### src/rtl/mem_access_pkg.sv
// Shared processor constants for the load/store stage: FSM encoding,
// wait-counter width and the default memory timeout.
package mem_access_pkg;

  localparam int          DATA_W          = 16;
  localparam int          CTR_W           = 8;
  localparam int unsigned TIMEOUT_DEFAULT = 255;

  typedef enum logic [1:0] {
    ST_IDLE = 2'b00,
    ST_REQ  = 2'b01,
    ST_WAIT = 2'b10
  } mem_state_e;

endpackage

### src/rtl/mem_access_timeout_ctr.sv
// Saturating wait-cycle counter; expired flags the last WAIT cycle allowed
// before the access is declared failed.
module mem_timeout_ctr
  import mem_access_pkg::*;
#(
  parameter int unsigned TIMEOUT = TIMEOUT_DEFAULT
) (
  input  logic clk,
  input  logic rst,
  input  logic clear,
  input  logic enable,
  output logic expired
);

  // Count holds the number of completed WAIT cycles, so the TIMEOUT-th
  // WAIT cycle sees TIMEOUT-1.
  localparam logic [CTR_W-1:0] LIMIT = CTR_W'(TIMEOUT - 1);

  logic [CTR_W-1:0] count_q, count_d;

  always_comb begin
    count_d = count_q;
    if (clear) begin
      count_d = '0;
    end else if (enable && (count_q != '1)) begin
      count_d = count_q + CTR_W'(1);
    end
  end

  always_ff @(posedge clk) begin
    if (rst) begin
      count_q <= '0;
    end else begin
      count_q <= count_d;
    end
  end

  assign expired = enable && (count_q >= LIMIT);

endmodule

### src/rtl/mem_access.sv
// Memory-access pipeline stage: issues one data-memory request per load or
// store, stalls upstream until it completes, and registers the writeback result.
module mem_access
  import mem_access_pkg::*;
#(
  parameter int unsigned TIMEOUT = TIMEOUT_DEFAULT
) (
  input  logic              clk,
  input  logic              rst,
  input  logic              in_valid,
  input  logic [DATA_W-1:0] addr,
  input  logic [DATA_W-1:0] wdata,
  input  logic              mem_rd,
  input  logic              mem_wr,
  output logic              stall,
  output logic              out_valid,
  output logic [DATA_W-1:0] memOut,
  output logic              err,
  output logic              dmem_en,
  output logic              dmem_wr,
  output logic [DATA_W-1:0] dmem_addr,
  output logic [DATA_W-1:0] dmem_wdata,
  input  logic [DATA_W-1:0] dmem_rdata,
  input  logic              dmem_done
);

  mem_state_e        state_q, state_d;
  logic [DATA_W-1:0] addr_q, addr_d;
  logic [DATA_W-1:0] wdata_q, wdata_d;
  logic [DATA_W-1:0] mem_out_q, mem_out_d;
  logic              wr_q, wr_d;
  logic              out_valid_q, out_valid_d;
  logic              err_q, err_d;
  logic              is_access, mem_op, misaligned;
  logic              ctr_clear, ctr_en, ctr_expired;

  assign is_access  = in_valid & (mem_rd | mem_wr);
  assign mem_op     = is_access & ~addr[0];
  assign misaligned = is_access &  addr[0];

  mem_timeout_ctr #(.TIMEOUT(TIMEOUT)) u_timeout_ctr (
    .clk     (clk),
    .rst     (rst),
    .clear   (ctr_clear),
    .enable  (ctr_en),
    .expired (ctr_expired)
  );

  always_comb begin
    // NOTE: every signal gets a default before the case so no path leaves
    // it unassigned; otherwise synthesis infers a latch.
    state_d     = state_q;
    addr_d      = addr_q;
    wdata_d     = wdata_q;
    wr_d        = wr_q;
    out_valid_d = 1'b0;
    err_d       = 1'b0;
    mem_out_d   = '0;
    stall       = 1'b0;
    dmem_en     = 1'b0;
    ctr_clear   = 1'b0;
    ctr_en      = 1'b0;

    unique case (state_q)
      ST_IDLE: begin
        if (mem_op) begin
          stall     = 1'b1;
          addr_d    = addr;
          wdata_d   = wdata;
          wr_d      = mem_wr;
          ctr_clear = 1'b1;
          state_d   = ST_REQ;
        end else if (in_valid) begin
          out_valid_d = 1'b1;
          err_d       = misaligned;
        end
      end
      ST_REQ: begin
        dmem_en = 1'b1;
        if (dmem_done) begin
          out_valid_d = 1'b1;
          mem_out_d   = wr_q ? '0 : dmem_rdata;
          state_d     = ST_IDLE;
        end else begin
          stall   = 1'b1;
          state_d = ST_WAIT;
        end
      end
      ST_WAIT: begin
        ctr_en = 1'b1;
        // A done arriving on the final allowed cycle still wins over timeout.
        if (dmem_done) begin
          out_valid_d = 1'b1;
          mem_out_d   = wr_q ? '0 : dmem_rdata;
          state_d     = ST_IDLE;
        end else if (ctr_expired) begin
          out_valid_d = 1'b1;
          err_d       = 1'b1;
          state_d     = ST_IDLE;
        end else begin
          stall = 1'b1;
        end
      end
      default: state_d = ST_IDLE;
    endcase

    if (rst) stall = 1'b0;
  end

  // NOTE: sequential state uses non-blocking assignments so every flop
  // samples pre-edge values, independent of statement order.
  always_ff @(posedge clk) begin
    if (rst) begin
      state_q     <= ST_IDLE;
      addr_q      <= '0;
      wdata_q     <= '0;
      wr_q        <= 1'b0;
      out_valid_q <= 1'b0;
      err_q       <= 1'b0;
      mem_out_q   <= '0;
    end else begin
      state_q     <= state_d;
      addr_q      <= addr_d;
      wdata_q     <= wdata_d;
      wr_q        <= wr_d;
      out_valid_q <= out_valid_d;
      err_q       <= err_d;
      mem_out_q   <= mem_out_d;
    end
  end

  assign out_valid  = out_valid_q;
  assign err        = err_q;
  assign memOut     = mem_out_q;
  assign dmem_wr    = wr_q;
  assign dmem_addr  = addr_q;
  assign dmem_wdata = wdata_q;

endmodule
### config.mk
export PLATFORM = sky130hd
export DESIGN_NAME = mem_access
export DESIGN_NICKNAME = d
export VERILOG_FILES = /design/src/rtl/mem_access_pkg.sv /design/src/rtl/mem_access_timeout_ctr.sv /design/src/rtl/mem_access.sv
export SDC_FILE = /design/constraint.sdc
export NUM_CORES = 1
export LEC_CHECK = 0
export ABC_AREA = 0
export CORE_AREA = 2 2 94 78
export CTS_BUF_LIST = sky130_fd_sc_hd__clkbuf_4 sky130_fd_sc_hd__clkbuf_8 sky130_fd_sc_hd__clkbuf_16
export CTS_CLUSTER_SIZE = 28
export DETAILED_ROUTE_END_ITERATION = 8
export DIE_AREA = 0 0 96 80
export PLACE_DENSITY = 0.76
export SYNTH_ARGS = -nofsm -noshare
export SYNTH_HDL_FRONTEND = slang
export SYNTH_SLANG_ARGS = --single-unit
export TNS_END_PERCENT = 20
### constraint.sdc
create_clock -name clk -period 3.1 [get_ports clk]
set_input_delay 0.62 -clock clk [delete_from_list [all_inputs] [get_ports clk]]
set_output_delay 0.62 -clock clk [all_outputs]
set_load 0.03 [all_outputs]
==> run metrics <==
status completed; total grt overflow 0; Finished Layout Cells 455; Critical Path AT 2.09 ns; Critical Path Fanout Max 4; Sequential Power Share 46.4%; R2R Setup Slk 1.22 ns; post-route cell area 0.003647 sq mm; TritonRoute pass-1 iters 3; dpl cell area 0.003448 sq mm; Reg2Reg Depth 7; cells after synthesis 255; later-pin clock latency in the skew report 0.32 ns; P&R area growth vs syn 58.60%; Final ANT Viol Nets 0; Detail Placement HPWL 4.139 mm; Final Skew 0.005063 ns; Startpoint Class input pin; Iter 0 DRT Violations 41; Post-synth EDFFs 0; Max IR drop VDD 297.8 uV; CTS H-tree lvls 3; crit path capture stall; total area of sequential cells 0.001221 sq mm; FF+latch count, synth 61; Synth area leader dfxtp_1; Crit. End Element primary output; commonest non-fill, non-tap cell in the layout clkdlybuf4s50_1; total global-route track usage 15.21%; WS Path Type input pin to primary output; footprint of the multi-input gates 991.0 sq um; Stages on worst setup path 5; Inst Count DP 440; Post-layout nets 424; critical path, cell by cell clkdlybuf4s50_1 > nand2_1 > or2_1 > a311oi_1 > buf_4; clock sink count 61; Ys Warns 0; commonest register cell after synthesis dfxtp_1; Vias 2,104; count of standard-cell rows 27; Setup violations, final 0; pin count of the biggest net entering global routing 39; FMAX 369.0 MHz; hold_buf cts 0; area share of the largest cell type after synthesis 53.10%; Hold Crit Class flip-flop to flip-flop; number of global-route vias before repair 1,913; slowest CP cell clkdlybuf4s50_1; Mapped Avg Cell Area 9.018 sq um; HP Start dmem_wdata[10]$_SDFFE_PP0P_; final WL 5.870 mm; RR Endpoint u_timeout_ctr.count_q[3]$_SDFFE_PP0P_; CP delay by family, top buffers and inverters; Final Hold Viols 0; net count after synthesis 315; static leakage power 1.295 nW; # diodes 0; first-pass GRT wire length 8.866 mm; setup tns final 0 ns; DRC violations left 0; Initial Utilization 34.21%; chip width 96 microns; DR WL/cell 12.90 microns; ranking of synthesized cells by area dfxtp_1 (53%), nand2_1 (11%), a21oi_1 (7.4%), and2_1 (4.4%), ha_1 (3.3%); share of layout cells above drive strength 1 8.424%; sw power 0.4268 mW; Final min period 2.710 ns; Crit path buffers/inverters 2; Die Height 80 microns; I/O pins 107; PostCTS Resize Cnt 0; sequential area share after synthesis 53.10%; MaxCap Viol Count 0; post-DR vias/cell 4.624; Setup WS pre-CTS 0.4203 ns; RSZ-0062 raised after global routing no; Internal Power 1.342 mW; Clock power frac 39.6%; PD cells 485.0 mW/mm^2; Crit path largest cell delay 0.56 ns; commonest non-fill, non-tap cells in the layout clkdlybuf4s50_1 (105), nand2_1 (68), dfxtp_1 (61), a21oi_1 (34), and2_1 (16); GPL Wtd Cong 0.8494; PnR worst setup slack 0.3900 ns; die footprint 0.007680 sq mm; FF-to-FF Start state_q[1]$_SDFFE_PP0P_; antenna violations before repair 0; Switching Share 24.13%; Post-CTS Setup Inserts 0; measured slew at the worst slew-check pin 0.4481 ns; clk root buf clkbuf_8; slew margin rel. 70.10%; Tcrit/Tclk final 87.42%; clock buffer count from CTS 9; critical path data required time 2.48 ns; Fill cells 626; Distinct cells, synth 39; CTS tree yes; total power 1.769 mW; Comb pwr share 14.0%; Max Slew Vio Count 0; cell area after synthesis 0.002300 sq mm; Port Buffers 106; core area 0.006723 sq mm; Worst Setup SP in_valid; Clock Tree Buf Depth 2; Clock Pin Slew Worst Setup and Hold Paths 0.07 ns; async set or reset register ratio after synthesis 0%
[final cells by class]
cell class,instances,share of cell area [%]
repair buffers,110,30.19
well taps,87,2.985
inverters,7,0.7204
clock inverters,4,1.304
flip-flops and latches,61,33.48
clock buffers,11,4.151
multi-input cells,175,27.17
[stage by stage]
stage	hold slack [ns]	utilization, %
3_5_place_dp	0.4455	51.29
4_1_cts	0.4553	54.25
3_3_place_gp	0.4411	51.29
6_report	0.4523	54.25
5_1_grt	0.4696	54.25
2_1_floorplan	0.5126	-
[synth_stat cells, types with 3 or more instances]
library cell  count
nand2_1          68
dfxtp_1          61
a21oi_1          34
and2_1           16
nor2_1            9
inv_1             7
ha_1              6
clkbuf_1          5
buf_4             4
a211oi_1          3
buf_2             3
nor3_1            3
xnor2_1           3
[cells by family (layout without fill, tap and decap cells)]
logic type | Yosys count | after routing | share of synthesized area (%)
AO/OA/AOI/OAI | 54 | 54 | 16.00
adder cells (fa/ha/maj) | 6 | 6 | 3.264
flip-flops | 61 | 61 | 53.10
buffers and inverters | 19 | 132 | 3.917
AND/OR/NAND/NOR | 112 | 112 | 22.58
XOR/XNOR | 3 | 3 | 1.143
[registers in the layout (all words and copies together), names as in the netlist]
signal / flops
u_timeout_ctr.count_q: 8
memOut: 16
dmem_wr: 1
dmem_addr: 16
state_q: 2
out_valid: 1
err: 1
dmem_wdata: 16
[worst reg2reg max path: cells and delay by family (launching register included)]
family	cells	cell delay, ns
buf+inv	2	0.45
fa+ha+maj	1	0.24
simple gates	4	0.72
flops	1	0.38
[worst min path at each step]
stage / endpoint / slack, ns / cells after the start
after global routing: dmem_addr[1]$_SDFFE_PP0P_ / 0.47 / 2
after global placement: dmem_addr[4]$_SDFFE_PP0P_ / 0.44 / 2
after detailed placement: dmem_addr[10]$_SDFFE_PP0P_ / 0.45 / 2
after floorplan: u_timeout_ctr.count_q[6]$_SDFFE_PP0P_ / 0.51 / 2
after CTS: dmem_wdata[10]$_SDFFE_PP0P_ / 0.46 / 2
final: dmem_wdata[10]$_SDFFE_PP0P_ / 0.45 / 2
[metal layers]
layer | wire (microns) | vias to the layer above | global-route usage, %
met2 | 2662 | 74 | 23.19
met4 | 63 | 0 | 6.429
met3 | 460 | 4 | 5.288
met1 | 2684 | 953 | 19.39
met5 | 0 | - | 0
li1 | - | 1073 | -
[power by group through the flow]
stage | logic (mW) | clock network [mW] | registers [mW]
2_1_floorplan | 0.0678 | 0 | 0.884
3_3_place_gp | 0.248 | 0 | 0.837
3_5_place_dp | 0.250 | 0 | 0.838
4_1_cts | 0.251 | 0.730 | 0.821
5_1_grt | 0.267 | 0.767 | 0.823
6_report | 0.248 | 0.700 | 0.821
Note: power is estimated with default switching activity, not from simulation.
